--- src/rtl/prog_ctr.sv ---
// Program-flow and flag stage behind the combinational ALU.
// Holds the architectural carry/zero flags, which feed the ALU SC_IN.
// Owns the program counter: sequential fetch, absolute jump and relative
// branch-on-zero.
// Runs the IDLE/RUN/DONE handshake, driven by Start and Halt.
module prog_ctr #(
    parameter int unsigned PW = 10,
    parameter int unsigned CW = 16
) (
    input  logic          CLK,
    input  logic          Reset,
    input  logic          Start,
    input  logic          Halt,
    input  logic          Jump,
    input  logic          Branch,
    input  logic [PW-1:0] Target,
    input  logic [7:0]    Offset,
    input  logic          FlagEn,
    input  logic          ALU_SC_OUT,
    input  logic          ALU_ZERO,
    output logic [PW-1:0] PC,
    output logic          CarryFlag,
    output logic          ZeroFlag,
    output logic          Running,
    output logic          Done,
    output logic [CW-1:0] CycleCount
);

    localparam logic [1:0] ST_IDLE = 2'd0;
    localparam logic [1:0] ST_RUN  = 2'd1;
    localparam logic [1:0] ST_DONE = 2'd2;

    logic [1:0]    r_state;
    logic [PW-1:0] r_pc;
    logic          r_carry;
    logic          r_zero;
    logic [CW-1:0] r_cnt;
    logic          r_running;
    logic          r_done;

    logic [1:0]    w_state_nxt;
    logic [PW-1:0] w_pc_nxt;
    logic          w_carry_nxt;
    logic          w_zero_nxt;
    logic [CW-1:0] w_cnt_nxt;

    logic [31:0]   w_off_sx;
    logic [PW-1:0] w_off;
    logic [PW-1:0] w_pc_inc;
    logic [PW-1:0] w_pc_rel;
    logic          w_br_taken;
    logic [CW-1:0] w_cnt_inc;

    // Offset sign-extended, then truncated to PC width so the add wraps mod 2^PW.
    assign w_off_sx = 32'(signed'(Offset));
    assign w_off    = w_off_sx[PW-1:0];
    assign w_pc_inc = r_pc + PW'(1);
    assign w_pc_rel = r_pc + w_off;

    // Branch tests the registered flag, never the ALU result of the same cycle.
    assign w_br_taken = Branch & r_zero;

    // Run counter saturates at all-ones instead of wrapping.
    assign w_cnt_inc = (&r_cnt) ? r_cnt : r_cnt + CW'(1);

    // Next-state, PC, flag and counter selection.
    always_comb begin
        w_state_nxt = r_state;
        w_pc_nxt    = r_pc;
        w_carry_nxt = r_carry;
        w_zero_nxt  = r_zero;
        w_cnt_nxt   = r_cnt;

        case (r_state)
            ST_IDLE: begin
                w_pc_nxt = '0;
                if (Start) begin
                    w_state_nxt = ST_RUN;
                    w_carry_nxt = 1'b0;
                    w_zero_nxt  = 1'b0;
                    w_cnt_nxt   = '0;
                end
            end

            ST_RUN: begin
                // The halting cycle is still a RUN cycle and is counted.
                w_cnt_nxt = w_cnt_inc;
                if (Halt) begin
                    w_state_nxt = ST_DONE;
                end else begin
                    if (FlagEn) begin
                        w_carry_nxt = ALU_SC_OUT;
                        w_zero_nxt  = ALU_ZERO;
                    end
                    if (Jump) begin
                        w_pc_nxt = Target;
                    end else if (w_br_taken) begin
                        w_pc_nxt = w_pc_rel;
                    end else begin
                        w_pc_nxt = w_pc_inc;
                    end
                end
            end

            ST_DONE: begin
                if (Start) begin
                    w_state_nxt = ST_RUN;
                    w_pc_nxt    = '0;
                    w_carry_nxt = 1'b0;
                    w_zero_nxt  = 1'b0;
                    w_cnt_nxt   = '0;
                end
            end

            default: begin
                // Unreachable encoding: fall back to a clean idle.
                w_state_nxt = ST_IDLE;
                w_pc_nxt    = '0;
                w_carry_nxt = 1'b0;
                w_zero_nxt  = 1'b0;
                w_cnt_nxt   = '0;
            end
        endcase
    end

    // Architectural state and registered status outputs.
    always_ff @(posedge CLK or posedge Reset) begin
        if (Reset) begin
            r_state   <= ST_IDLE;
            r_pc      <= '0;
            r_carry   <= 1'b0;
            r_zero    <= 1'b0;
            r_cnt     <= '0;
            r_running <= 1'b0;
            r_done    <= 1'b0;
        end else begin
            r_state   <= w_state_nxt;
            r_pc      <= w_pc_nxt;
            r_carry   <= w_carry_nxt;
            r_zero    <= w_zero_nxt;
            r_cnt     <= w_cnt_nxt;
            r_running <= (w_state_nxt == ST_RUN);
            r_done    <= (w_state_nxt == ST_DONE);
        end
    end

    assign PC         = r_pc;
    assign CarryFlag  = r_carry;
    assign ZeroFlag   = r_zero;
    assign Running    = r_running;
    assign Done       = r_done;
    assign CycleCount = r_cnt;

endmodule

--- config.mk ---
export PLATFORM = sky130hd
export DESIGN_NAME = prog_ctr
export DESIGN_NICKNAME = d
export VERILOG_FILES = /design/src/rtl/prog_ctr.sv
export SDC_FILE = /design/constraint.sdc
export NUM_CORES = 1
export LEC_CHECK = 0
export ABC_AREA = 1
export CAP_MARGIN = 20
export CORE_ASPECT_RATIO = 0.8
export CORE_UTILIZATION = 51
export CTS_BUF_LIST = sky130_fd_sc_hd__clkbuf_8
export DETAILED_ROUTE_END_ITERATION = 6
export PLACE_DENSITY = 0.87
export SETUP_SLACK_MARGIN = 0.4
export SLEW_MARGIN = 20
export SYNTH_ARGS = -nofsm -noshare
export SYNTH_HDL_FRONTEND = slang
export SYNTH_SLANG_ARGS = --single-unit
--- constraint.sdc ---
create_clock -name CLK -period 2.6 [get_ports CLK]
set_clock_uncertainty 0.1 [all_clocks]
set_input_delay 0.52 -clock CLK [delete_from_list [all_inputs] [get_ports CLK]]
set_output_delay 0.52 -clock CLK [all_outputs]
set_load 0.03 [all_outputs]
# Word-level counts from Yosys, hierarchy flattened
# Index checks and enable logic that the tools add are counted.
[op_classes]
add_sub_neg = 3
n_eq_ne = 9
mux = 18
bitwise = 1
n_reduce_logical = 6
[ops]
columns = ["cell", "count"]
rows = [
  ["$mux 10", 4],
  ["$mux 16", 2],
  ["$pmux 16 s2", 1],
  ["$pmux 10 s2", 1],
  ["$add 16x1->16 const B", 1],
  ["$reduce_and 16->1", 1],
  ["$add 10x1->10 const B", 1],
  ["$add 10x10->10", 1],
  ["$ne 2x2->1 const B", 4],
  ["$mux 1", 5],
  ["$eq 2x1->1 const B", 2],
  ["$eq 2x2->1 const B", 2],
  ["$mux 2", 2],
  ["$pmux 1 s2", 2],
  ["$pmux 2 s2", 1],
  ["$reduce_and 2->1", 2],
  ["$reduce_and 3->1", 1],
  ["$logic_not 2->1", 1],
  ["$ne 2x1->1 const B", 1],
  ["$reduce_or 2->1", 1],
  ["$and 1x1->1", 1],
]
[totals]
reg_bits = 32
in_bits = 27
out_inout_bits = 30
elab_cells = 44

# Logic depth before layout (Yosys ltp)
[depth]
word_depth = 5
ltp_mapped = 13
mapped_depth_nobuf = 13

# Worst setup path before layout
# OpenSTA, ideal clock, no wires.
[synth_path]
path_kind = "flip-flop to flip-flop"
start = "reg r_zero (netlist: ZeroFlag)"
end = "reg r_pc[6] (netlist: PC[6])"
setup_time_ns = 0.117
t_arrival_ns = 2.149
t_required_ns = 2.383
path_slack_ns = 0.234
path_stages_with_launch = 13
path_buffers = 0
synth_period_minus_slack_ns = 2.366
cell_sequence = "dfrtp_1 nand2_1 or2_2 ha_1 fa_1 nand3_1 nand2_1 nand3_1 nand2_1 nand2_1 nand3_1 nand2_1 nand2_1"
[synth_via]
elab_chain_cells = 5
[synth_rtl]
columns = ["item", "line", "rtl"]
rows = [
  ["start, declared", "36", "logic r_zero;"],
  ["start signal, assigned", "140", "r_zero <= w_zero_nxt;"],
  ["$and 1x1->1", "61", "assign w_br_taken = Branch & r_zero;"],
  ["$mux 10", "97", "end else if (w_br_taken) begin"],
  ["$mux 10", "95", "if (Jump) begin"],
  ["$mux 10", "88", "if (Halt) begin"],
  ["$pmux 10 s2", "74", "case (r_state)"],
  ["end signal, assigned", "138", "r_pc <= w_pc_nxt;"],
  ["end, declared", "34", "logic [PW-1:0] r_pc;"],
]
# Every way passes these cells. The select of a mux whose other input is x is not followed.
# A chain may end at the register's enable or synchronous reset.

# Worst setup path after layout
[layout_path]
start = "in Offset[7]"
end = "reg r_pc[9] (netlist: PC[9])"
[layout_via]
elab_chain_cells = 5
[layout_rtl]
columns = ["item", "line", "rtl"]
rows = [
  ["start, declared", "17", "input logic [7:0] Offset,"],
  ["$add 10x10->10", "58", "assign w_pc_rel = r_pc + w_off;"],
  ["$mux 10", "97", ""],
  ["$mux 10", "95", ""],
  ["$mux 10", "88", ""],
  ["$pmux 10 s2", "74", ""],
]
# Every way passes these cells. The select of a mux whose other input is x is not followed.

==> results.toml <==
[logic_synthesis]
ys_seq_area_share_pct = 35.9
syn_area_per_cell_um2 = 6.90
yosysTopAreaCell = "dfrtp_1"
syn_inst = 323
ys_warn_count = 0
ys_types = 34
syn-num-nets = 361
yosysTopAreaCellShare_pct = 35.9
synth-seq-cells = 32
synthTopCellsByArea = "dfrtp_1 (36%), nand2_1 (16%), nand3_1 (8.1%)"
syn_area_mm2 = 0.00223

[drt]
vias = 2404
wl_mm = 6.03
routed_via_density = 5.37
first_pass_iters = 7
wl_per_cell_um = 13.5
remaining_drc_errors = 0
ant_nets = 0
drt_iter0_drc = 218

[sta]
whs_ps = 424
layout_worst_path_cycle_share_pct = 82.6
rsz0062_at_grt = "yes"
tightest_slew_ps = 501
setup_ws_ps = 453
fmax_mhz = 466
finalMaxSlewViolations = 0
period_needed_ps = 2150
max-slew-margin-rel_pct = 66.6
fin_tns_setup_ps = 0
setup_viol = 0
hold_viol_final = 0

[placement]
gp_congestion = 0.914
dp_slack_ps = -174
io_buffers = 56
placed_cell_area_mm2 = 0.00291
dp.cells = 441
dp_hpwl_mm = 4.48

[final_layout]
fin_nets = 429
syn_to_final_growth_pct = 35.8
antennaDiodeCount = 0
fin_cells = 448
multi_input_area_mm2 = 0.00132
fill_cells = 334
drive_gt1_share_pct = 10.2
utilization_pct = 72.4
seqCellArea_um2 = 802
fin_area_mm2 = 0.00303

[die]
dieArea_mm2 = 0.00464
initial_core_util_pct = 53.3
die_w_um = 75.9
fp-row-count = 21
pin_count = 57
core_region_area_mm2 = 0.00418
die_h_um = 61.1

[setup_path]
worst_path_max_delay_cell = "clkdlybuf4s50_1"
path_cells = "clkdlybuf4s50_1 > inv_1 > nor2_2 > ha_1 > nand2_1 > inv_1 > a21oi_2 > nand3_1 > nand2_1 > nand3_1 > nand2_1 > nand2_1"
endpoint_kind = "flop"
r2r_start = "ZeroFlag$_DFFE_PP0P_"
cpMostUsedCell = "nand2_1"
path_max_fanout = 5
critPathLaunch = "Offset[7]"
critPathMaxStageDelay_ps = 490
worstPathArrival_ps = 2230
crit_required_ps = 2680
startpoint_type = "input pin"
crit_type = "input pin to flop"

[cts]
ctsRootBufferMaster = "clkbuf_8"
cts_buffers = 5
clk_latency_ps = 280
cts.sinks = 32
h-tree-depth = 2
cts_tree = "built"
postCtsSetupRepairBufs = 0
cts.path.max_buffers = 2
cts-hold-fix-buffers = 0
clkTransAtPathRegs_ps = 70

[global_route]
grt_pass1_wl_mm = 9.54
overflow = 0
grt_util_all_layers_pct = 26.4
antenna_found_initial = 0
grt_max_degree = 33
grt_pass1_vias = 2019

[outcome]
status = "finished, final reports clean"

[hold_path]
hold_start = "PC[8]$_DFFE_PP0P_"
worstHoldPathType = "flop to flop"

[pwr]
p_per_area_mw_per_mm2 = 539
leakage_nw = 1.38
p_total_mw = 1.63
max-vdd-ir-drop_uv = 364

[job]
maxCapViolCount = 0
## layout make-up
type,instances,area share [%]
multi-input cells,253,43.5
inverters,33,4.09
clock inverters,2,0.289
flip-flops and latches,32,26.5
clock buffers,5,2.27
well taps,57,2.36
repair buffers,66,21.0
## power breakdown
group          switching, mW  internal [mW]  total [mW]
combinational          0.378          0.264       0.642
clock                  0.185          0.178       0.363
sequential            0.0675          0.557       0.625
total                  0.630          0.999        1.63
## metal layers
| layer | global-route usage [%] | up-vias | wire length [um] |
|---|---|---|---|
| met2 | 41.6 | 115 | 2550 |
| met4 | 7.97 | 0 | 97 |
| met3 | 5.48 | 15 | 482 |
| met1 | 37.4 | 1093 | 2900 |
| li1 | - | 1181 | - |
| met5 | 0 | - | 0 |
## sequential cells by signal, summed over array words and instances (netlist names)
name / flops
CycleCount: 16
PC: 10
r_state: 2
CarryFlag: 1
Done: 1
Running: 1
ZeroFlag: 1
## cell usage after synthesis (all sizes together)
cell    count
nor3        6
nand3b      1
nand4       5
o21ai      25
o21bai      1
nand3      36
or2         6
o21a        1
xnor2       1
and2        1
o22ai       1
a21oi       8
buf         5
nor2       44
fa          1
ha         10
nand2      95
o31ai       3
a31o        1
xor2        6
o211ai      1
dfrtp      32
inv        33
## placed cells by master (no fill, tap or decap), drive strengths merged, types with 6 or more instances in the layout
cell type	synthesis	layout
buf	5	10
or2	6	6
inv	33	34
xor2	6	6
nand2	95	95
ha	10	10
a21oi	8	8
dfrtp	32	32
nor2	44	44
nor3	6	6
o21ai	25	25
clkdlybuf4s50	0	54
nand3	36	36
## what timing repair did
item                                    in CTS  in global routing
pin swaps                                    1                  0
endpoints found under the setup margin       9                  5
gates resized for setup                     10                  4
## critical path: cells and delay by family
kind                       cells  cell delay, ps
buffers and inverters          3             630
and+or+nand+nor                7             620
adders and majority gates      1             300
AOI/OAI and AO/OA              1             170
## worst paths after layout
path,endpoint,slack (ps),cells after the start
worst max-delay path,PC[9]$_DFFE_PP0P_,450,12
worst min-delay path,PC[8]$_DFFE_PP0P_,420,2
min in group asynchronous,PC[2]$_DFFE_PP0P_,540,3
max in group asynchronous,ZeroFlag$_DFFE_PP0P_,1540,3
worst min register to register,PC[8]$_DFFE_PP0P_,420,2
worst max register to register,PC[6]$_DFFE_PP0P_,540,12
## cells by family after synthesis
logic type	count (synthesis)	synth area share, %
and+or+nand+nor	194	37.3
AOI/OAI and AO/OA	41	10.4
buffers and inverters	38	7.02
DFF	32	35.9
adders and majority gates	11	6.51
xor gates and xnor gates	7	2.75
Note: power is estimated with default switching activity, not from simulation.
